$ cat config.mk
export PLATFORM = sky130hd
export DESIGN_NAME = mac_control_unit
export DESIGN_NICKNAME = d
export VERILOG_FILES = /design/src/rtl/mac_control_unit.sv
export SDC_FILE = /design/constraint.sdc
export NUM_CORES = 1
export LEC_CHECK = 0
export ABC_AREA = 1
export CAP_MARGIN = 20
export CORE_AREA = 2 2 130 132
export CTS_BUF_LIST = sky130_fd_sc_hd__clkbuf_4
export DETAILED_ROUTE_END_ITERATION = 16
export DIE_AREA = 0 0 132 134
export SYNTH_ARGS = -nofsm -noshare
export SYNTH_HDL_FRONTEND = slang
export SYNTH_SLANG_ARGS = --single-unit
$ cat constraint.sdc
create_clock -name clk -period 8.4 [get_ports clk]
set_clock_uncertainty 0.2 [all_clocks]
set_input_delay 1.68 -clock clk [delete_from_list [all_inputs] [get_ports clk]]
set_output_delay 1.68 -clock clk [all_outputs]
set_load 0.1 [all_outputs]
$ cat src/rtl/mac_control_unit.sv
// Sequencing core for the MAC: trinomial (a*x+b)*x+c in two passes, or a
// running sum of a*x products, both sharing one 17x8 multiplier and one adder.
module mac_control_unit (
  input  logic        clk,
  input  logic        reset,
  input  logic        valid_input,
  output logic        ready_input,
  input  logic        last_input,
  input  logic        mode,
  input  logic [7:0]  num_a,
  input  logic [7:0]  num_x,
  input  logic [7:0]  num_b,
  input  logic [7:0]  num_c,
  output logic        valid_output,
  output logic [16:0] final_output
);

  typedef enum logic [1:0] {IDLE, TRI_2, SUMP} state_t;

  state_t      state, state_nx;
  logic [16:0] acc;
  logic [7:0]  x_lat, c_lat;
  logic [16:0] mul_a, addend, prod, sum;
  logic [7:0]  mul_x;
  logic        accept, acc_en, lat_en, res_en;

  assign ready_input = (state != TRI_2);
  assign accept      = valid_input && ready_input;

  // Product and sum are only ever needed mod 2^17, so the shared stage is 17 bits wide.
  assign prod = mul_a * {9'd0, mul_x};
  assign sum  = prod + addend;

  always_comb begin
    state_nx = state;
    mul_a    = {9'd0, num_a};
    mul_x    = num_x;
    addend   = '0;
    acc_en   = 1'b0;
    lat_en   = 1'b0;
    res_en   = 1'b0;
    case (state)
      IDLE: begin
        if (accept) begin
          if (mode) begin
            addend   = {9'd0, num_b};
            acc_en   = 1'b1;
            lat_en   = 1'b1;
            state_nx = TRI_2;
          end else if (last_input) begin
            res_en   = 1'b1;
          end else begin
            acc_en   = 1'b1;
            state_nx = SUMP;
          end
        end
      end
      TRI_2: begin
        // Second pass reuses the multiplier with the partial result as the wide operand.
        mul_a    = acc;
        mul_x    = x_lat;
        addend   = {9'd0, c_lat};
        res_en   = 1'b1;
        state_nx = IDLE;
      end
      SUMP: begin
        addend = acc;
        if (accept) begin
          if (last_input) begin
            res_en   = 1'b1;
            state_nx = IDLE;
          end else begin
            acc_en   = 1'b1;
          end
        end
      end
      default: state_nx = IDLE;
    endcase
  end

  always_ff @(posedge clk or negedge reset) begin
    if (!reset) state <= IDLE;
    else        state <= state_nx;
  end

  always_ff @(posedge clk or negedge reset) begin
    if (!reset) begin
      acc          <= '0;
      x_lat        <= '0;
      c_lat        <= '0;
      final_output <= '0;
      valid_output <= 1'b0;
    end else begin
      valid_output <= res_en;
      if (acc_en) acc          <= sum;
      if (res_en) final_output <= sum;
      if (lat_en) begin
        x_lat <= num_x;
        c_lat <= num_c;
      end
    end
  end

endmodule

# After elaboration in Yosys (flattened, before gate mapping)
# Index checks and enable logic that the tools add are counted.
# Widths: inputs -> output; s select.
[classes] n_mul=1 n_mux=24 eq_ne=7 reduce_logical=3 add_sub_neg=1
[ops] op="$pmux 17 s3" n=1
[ops] op="$mux 8" n=3
[ops] op="$add 17x17->17" n=1
[ops] op="$mul 17x8->17" n=1
[ops] op="$mux 17" n=1
[ops] op="$mux 1" n=11
[ops] op="$mux 2" n=5
[ops] op="$ne 2x2->1 const B" n=3
[ops] op="$pmux 2 s2" n=1
[ops] op="$reduce_and 4->1" n=1
[ops] op="$ne 3x3->1 const B" n=1
[ops] op="$pmux 1 s3" n=1
[ops] op="$eq 2x1->1 const B" n=1
[ops] op="$eq 2x2->1 const B" n=1
[ops] op="$logic_not 2->1" n=1
[ops] op="$ne 2x1->1 const B" n=1
[ops] op="$pmux 1 s2" n=1
[ops] op="$logic_and 1x1->1" n=1
[word_totals] out_inout_bits=19 regBits=53 word_cells=42 inputBits=37

# Logic depth before layout (Yosys ltp)
[depth] depth_word=5 ltp_mapped=28 depth_no_buf=26

# Least setup slack after synthesis
# No wires, ideal clock.
[synth_timing] path_type="in2reg" start="in mode" end="reg acc[14]" setup_time_ns=0.083 t_arrival_ns=6.013 stages=23 required_ns=8.117 path_buffers=1 slack_ns=2.104 path_cell_list="inv_1 -> nor3_2 -> clkbuf_1 -> nand2_1 -> o211ai_1 -> inv_1 -> fa_1 -> inv_1 -> fa_1 -> fa_1 -> inv_1 -> fa_1 -> inv_1 -> ha_1 -> inv_1 -> nor3_1 -> nand2_1 -> nand2_1 -> a21boi_0 -> o21ai_0 -> xor2_1 -> nand2_1 -> o21ai_0"
[synth_via] elab_chain_cells=4 elab_cells_between_ends=7 classes_between="add/sub (1); mux (6)"
[synth_rtl] item="start, declared" line="9" text="input logic mode,"
[synth_rtl] item="$mux 8" line="45" text="if (mode) begin"
[synth_rtl] item="$mux 8" line="44" text="if (accept) begin"
[synth_rtl] item="$pmux 17 s3" line="42" text="case (state)"
[synth_rtl] item="$add 17x17->17" line="32" text="assign sum = prod + addend;"
[synth_rtl] item="end signal, assigned" line="95" text="if (acc_en) acc <= sum;"
[synth_rtl] item="end, declared" line="21" text="logic [16:0] acc;"
# Parallel ways exist; a longest one is shown, timed or not.
# A chain may end at the register's enable or synchronous reset.

# Final worst setup path
[layout_timing] start="in valid_input" end="reg acc[14]"
[layout_via] elab_chain_cells=4 elab_cells_between_ends=7 classes_between="add/sub (1); mux (5); reduce/logical (1)"
[layout_rtl] item="start, declared" line="6" text="input logic valid_input,"
[layout_rtl] item="$logic_and 1x1->1 (*)" line="28" text="assign accept = valid_input && ready_input;"
[layout_rtl] item="$mux 8" line="44"
[layout_rtl] item="$pmux 17 s3" line="42"
[layout_rtl] item="$add 17x17->17" line="32"
# Mark *: on every way between the ends. The rest lies on a longest branch, timed or not.

==> metrics.md <==
| Metric | Value |
|---|---|
| Final Max Slew Viols | `0` |
| Row count | `47` |
| First-pass DRT Iterations | `5` |
| Met2 Use GR | `30.9%` |
| Core footprint | `between 0.015 and 0.02 sq mm` |
| Total congestion overflow | `0` |
| Unrepaired setup endpoints after global routing | `false` |
| Outcome | `finished clean` |
| CP Buf/Inv Count | `7` |
| Number of post-CTS setup repair buffers | `0` |
| Initial DRC Count | `337` |
| CP arrival | `approximately 6.8 ns` |
| Area leader, netlist | `fa_1` |
| CTS tree | `done` |
| Global-route wire length before repair | `26600 um` |
| Post-route DRC | `0` |
| Yosys warnings | `0` |
| Final setup violation count | `0` |
| Hold/Removal Path Class | `flop to flop` |
| Detail-routed net length per standard cell | `approximately 15 um` |
| Stages on the worst setup path | `23` |
| Post-Syn Nets | `939` |
| Boundary Pins | `56` |
| Critical path required time | `8.55 ns` |
| R2R depth | `21` |
| Fmax | `151 MHz` |
| CP Launch Type | `input port` |
| Pin count of the biggest net entering global routing | `54` |
| CTS max path bufs | `2` |
| Post-CTS Hold Fix Bufs | `0` |
| Fin. Hold Viols | `0` |
| CP delay by family, top | `adder cells` |
| Worst-path fanout max | `10` |
| Placed Cells | `1057` |
| Vias per inst | `between 4 and 5` |
| H-tree levels | `2` |
| PortBufs | `55` |
| Die width | `132 um` |
| Slowest-stage cell, CP | `fa_1` |
| Layout net count | `988` |
| Leading cell types by total area after synthesis | `fa_1 (27%), dfrtp_1 (22%), nand2_1 (14%)` |
| Mapped cell area | `0.00594 sq mm` |
| Critical path capture point type | `flop` |
| Synth unique cells | `34` |
| Synthesis-to-finish area growth | `14.3%` |
| Layout cell share with drive strength beyond 1 | `2.49%` |
| Post-Route Setup TNS | `0 ns` |
| Hpwl dp | `13400 um` |
| Die height | `roughly 130 um` |
| Sequential-to-total area share from yosys stat | `~22%` |
| Die area | `0.0177 sq mm` |
| GRT busiest layer | `met2` |
| Clock transition at path regs | `0.19 ns` |
| Clk Latency, worst-skew pair | `0.41 ns` |
| WS Path Type | `input port to flop` |
| Crit path cell chain | `clkdlybuf4s50_1, inv_1, nor3_4, nand2_1, o211ai_1, inv_1, fa_1, inv_1, fa_1, fa_1, inv_1, fa_1, inv_1, ha_1, inv_1, nor3_1, nand2_1, nand2_1, a21boi_0, o21ai_0, xor2_1, nand2_1, o21ai_0` |
| Final period util | `roughly 79%` |
| Initial Util | `36.4%` |
| CP most frequent cell | `inv_1` |
| GR Util met1 | `27.1%` |
| DRT Wirelength | `16000 um` |
| Synth top area share | `a little over a quarter` |
| Synthesized area per cell | `7.47 sq um` |
| Post-route antenna net violation count | `0` |
| Seq cells post-synth | `53` |
| Finished Layout Cells | `1066` |
| Synth Instances | `795` |
| Initial antenna violation count | `1` |
| PostCTS Resize Cnt | `0` |
| Vias in the first global route | `~5200` |
| Root Buffer | `clkbuf_4` |
| Routability cong. | `0.938` |
| Final worst path period need | `6.61 ns` |
| CTS sink count | `53` |
| Max cap viols | `0` |
| GRT met3 Usage | `1.66%` |
| Worst rel slew slack | `about a third` |
| Crit path largest cell delay | `0.55 ns` |
| GRT Resource Usage Total | `a little under a fifth` |
| Vias | `4963` |
| Hold Path Depth | `2` |
| Worst-Margin Slew | `1.01 ns` |
| CTS Buf Count | `5` |
## through the flow
step / util, % / setup WS (ns) / area (sq um) / hold slack, ns
finish: 41.7 / 1.79 / 6790 / 0.297
global route: 41.7 / 1.40 / 6790 / 0.320
CTS: 41.6 / 1.81 / 6780 / 0.305
detailed placement: 41.2 / 1.37 / 6710 / 0.263
global placement: 41.2 / 1.42 / 6710 / 0.256
floorplan: - / 2.10 / 5940 / 0.242
## path summary, 6_finish.rpt
kind	end	startpoint	slack [ns]
worst max-delay path	acc[14]	valid_input	1.79
worst max register to register	acc[14]	state[0]	2.23
max in group asynchronous	x_lat[4]	reset	6.35
worst min register to register	c_lat[0]	c_lat[0]	0.30
worst min-delay path	c_lat[0]	c_lat[0]	0.30
min in group asynchronous	valid_output	reset	1.17
## sequential cells by signal, indices dropped and copies added (netlist names)
name and cells:
x_lat 8, valid_output 1, acc 17, state 2
c_lat 8, final_output 17
## synth_stat cells
cell / count
nand2_1: 220
inv_1: 185
nor2_1: 84
fa_1: 81
dfrtp_1: 53
o21ai_0: 44
ha_1: 26
nand3_1: 23
a21oi_1: 14
clkbuf_1: 9
o211ai_1: 9
xor2_1: 7
buf_2: 4
nand3b_1: 4
nand4_1: 4
nor3_1: 3
xnor2_1: 3
inv_2: 2
nand2_2: 2
nor2_2: 2
o21ai_1: 2
or2_2: 2
a211oi_1: 1
a21boi_0: 1
a21o_1: 1
a31oi_1: 1
buf_4: 1
clkbuf_2: 1
clkinv_1: 1
nand3_2: 1
nor3_2: 1
o21bai_1: 1
o221ai_1: 1
o31ai_1: 1
## cells in the final DEF (no fill, tap or decap), types with 2 or more instances in the layout
cell type	n
fa_1	81
a21oi_1	14
nand2_1	220
nor2_1	84
inv_1	185
nand4_1	4
clkdlybuf4s50_1	54
or2_2	2
nand3b_1	4
o211ai_1	9
xnor2_1	3
buf_4	2
nor3_1	3
clkbuf_4	5
nor2_2	2
o21ai_0	44
o21ai_1	2
nand3_1	23
nand2_2	2
dfrtp_1	53
ha_1	26
xor2_1	7
inv_2	2
clkinv_4	2
## routing by layer
layer	vias up	share of wire [%]
met5	-	0
met4	0	2.7
met3	22	3.8
met2	106	45
met1	2388	48
li1	2447	-
## cells by family after synthesis
family,after synthesis,synth area share [%]
AO/OA/AOI/OAI,76,7.08
buffers and inverters,203,13.0
AND/OR/NAND/NOR,346,23.3
flip-flops,53,22.3
XOR/XNOR,10,1.48
adder cells (fa/ha/maj),107,32.8
## worst min-delay path, stage by stage, from the launching register on
cell and delay (ns):
dfrtp_1 0.38, nand2_1 0.06, nand2_1 0.05
## final cells by class
cell class,instances,area (sq um)
Sequential cell,53,1330
Clock buffer,5,37.5
Timing Repair Buffer,57,561
Tap cell,220,275
Inverter,188,706
Multi-Input combinational cell,539,3840
Fill cell,1694,9500
Clock inverter,3,33.8
Antenna cell,1,2.50
Power is not shown: default switching activity piles up to over one toggle a cycle in this logic, so the estimate is an artifact.
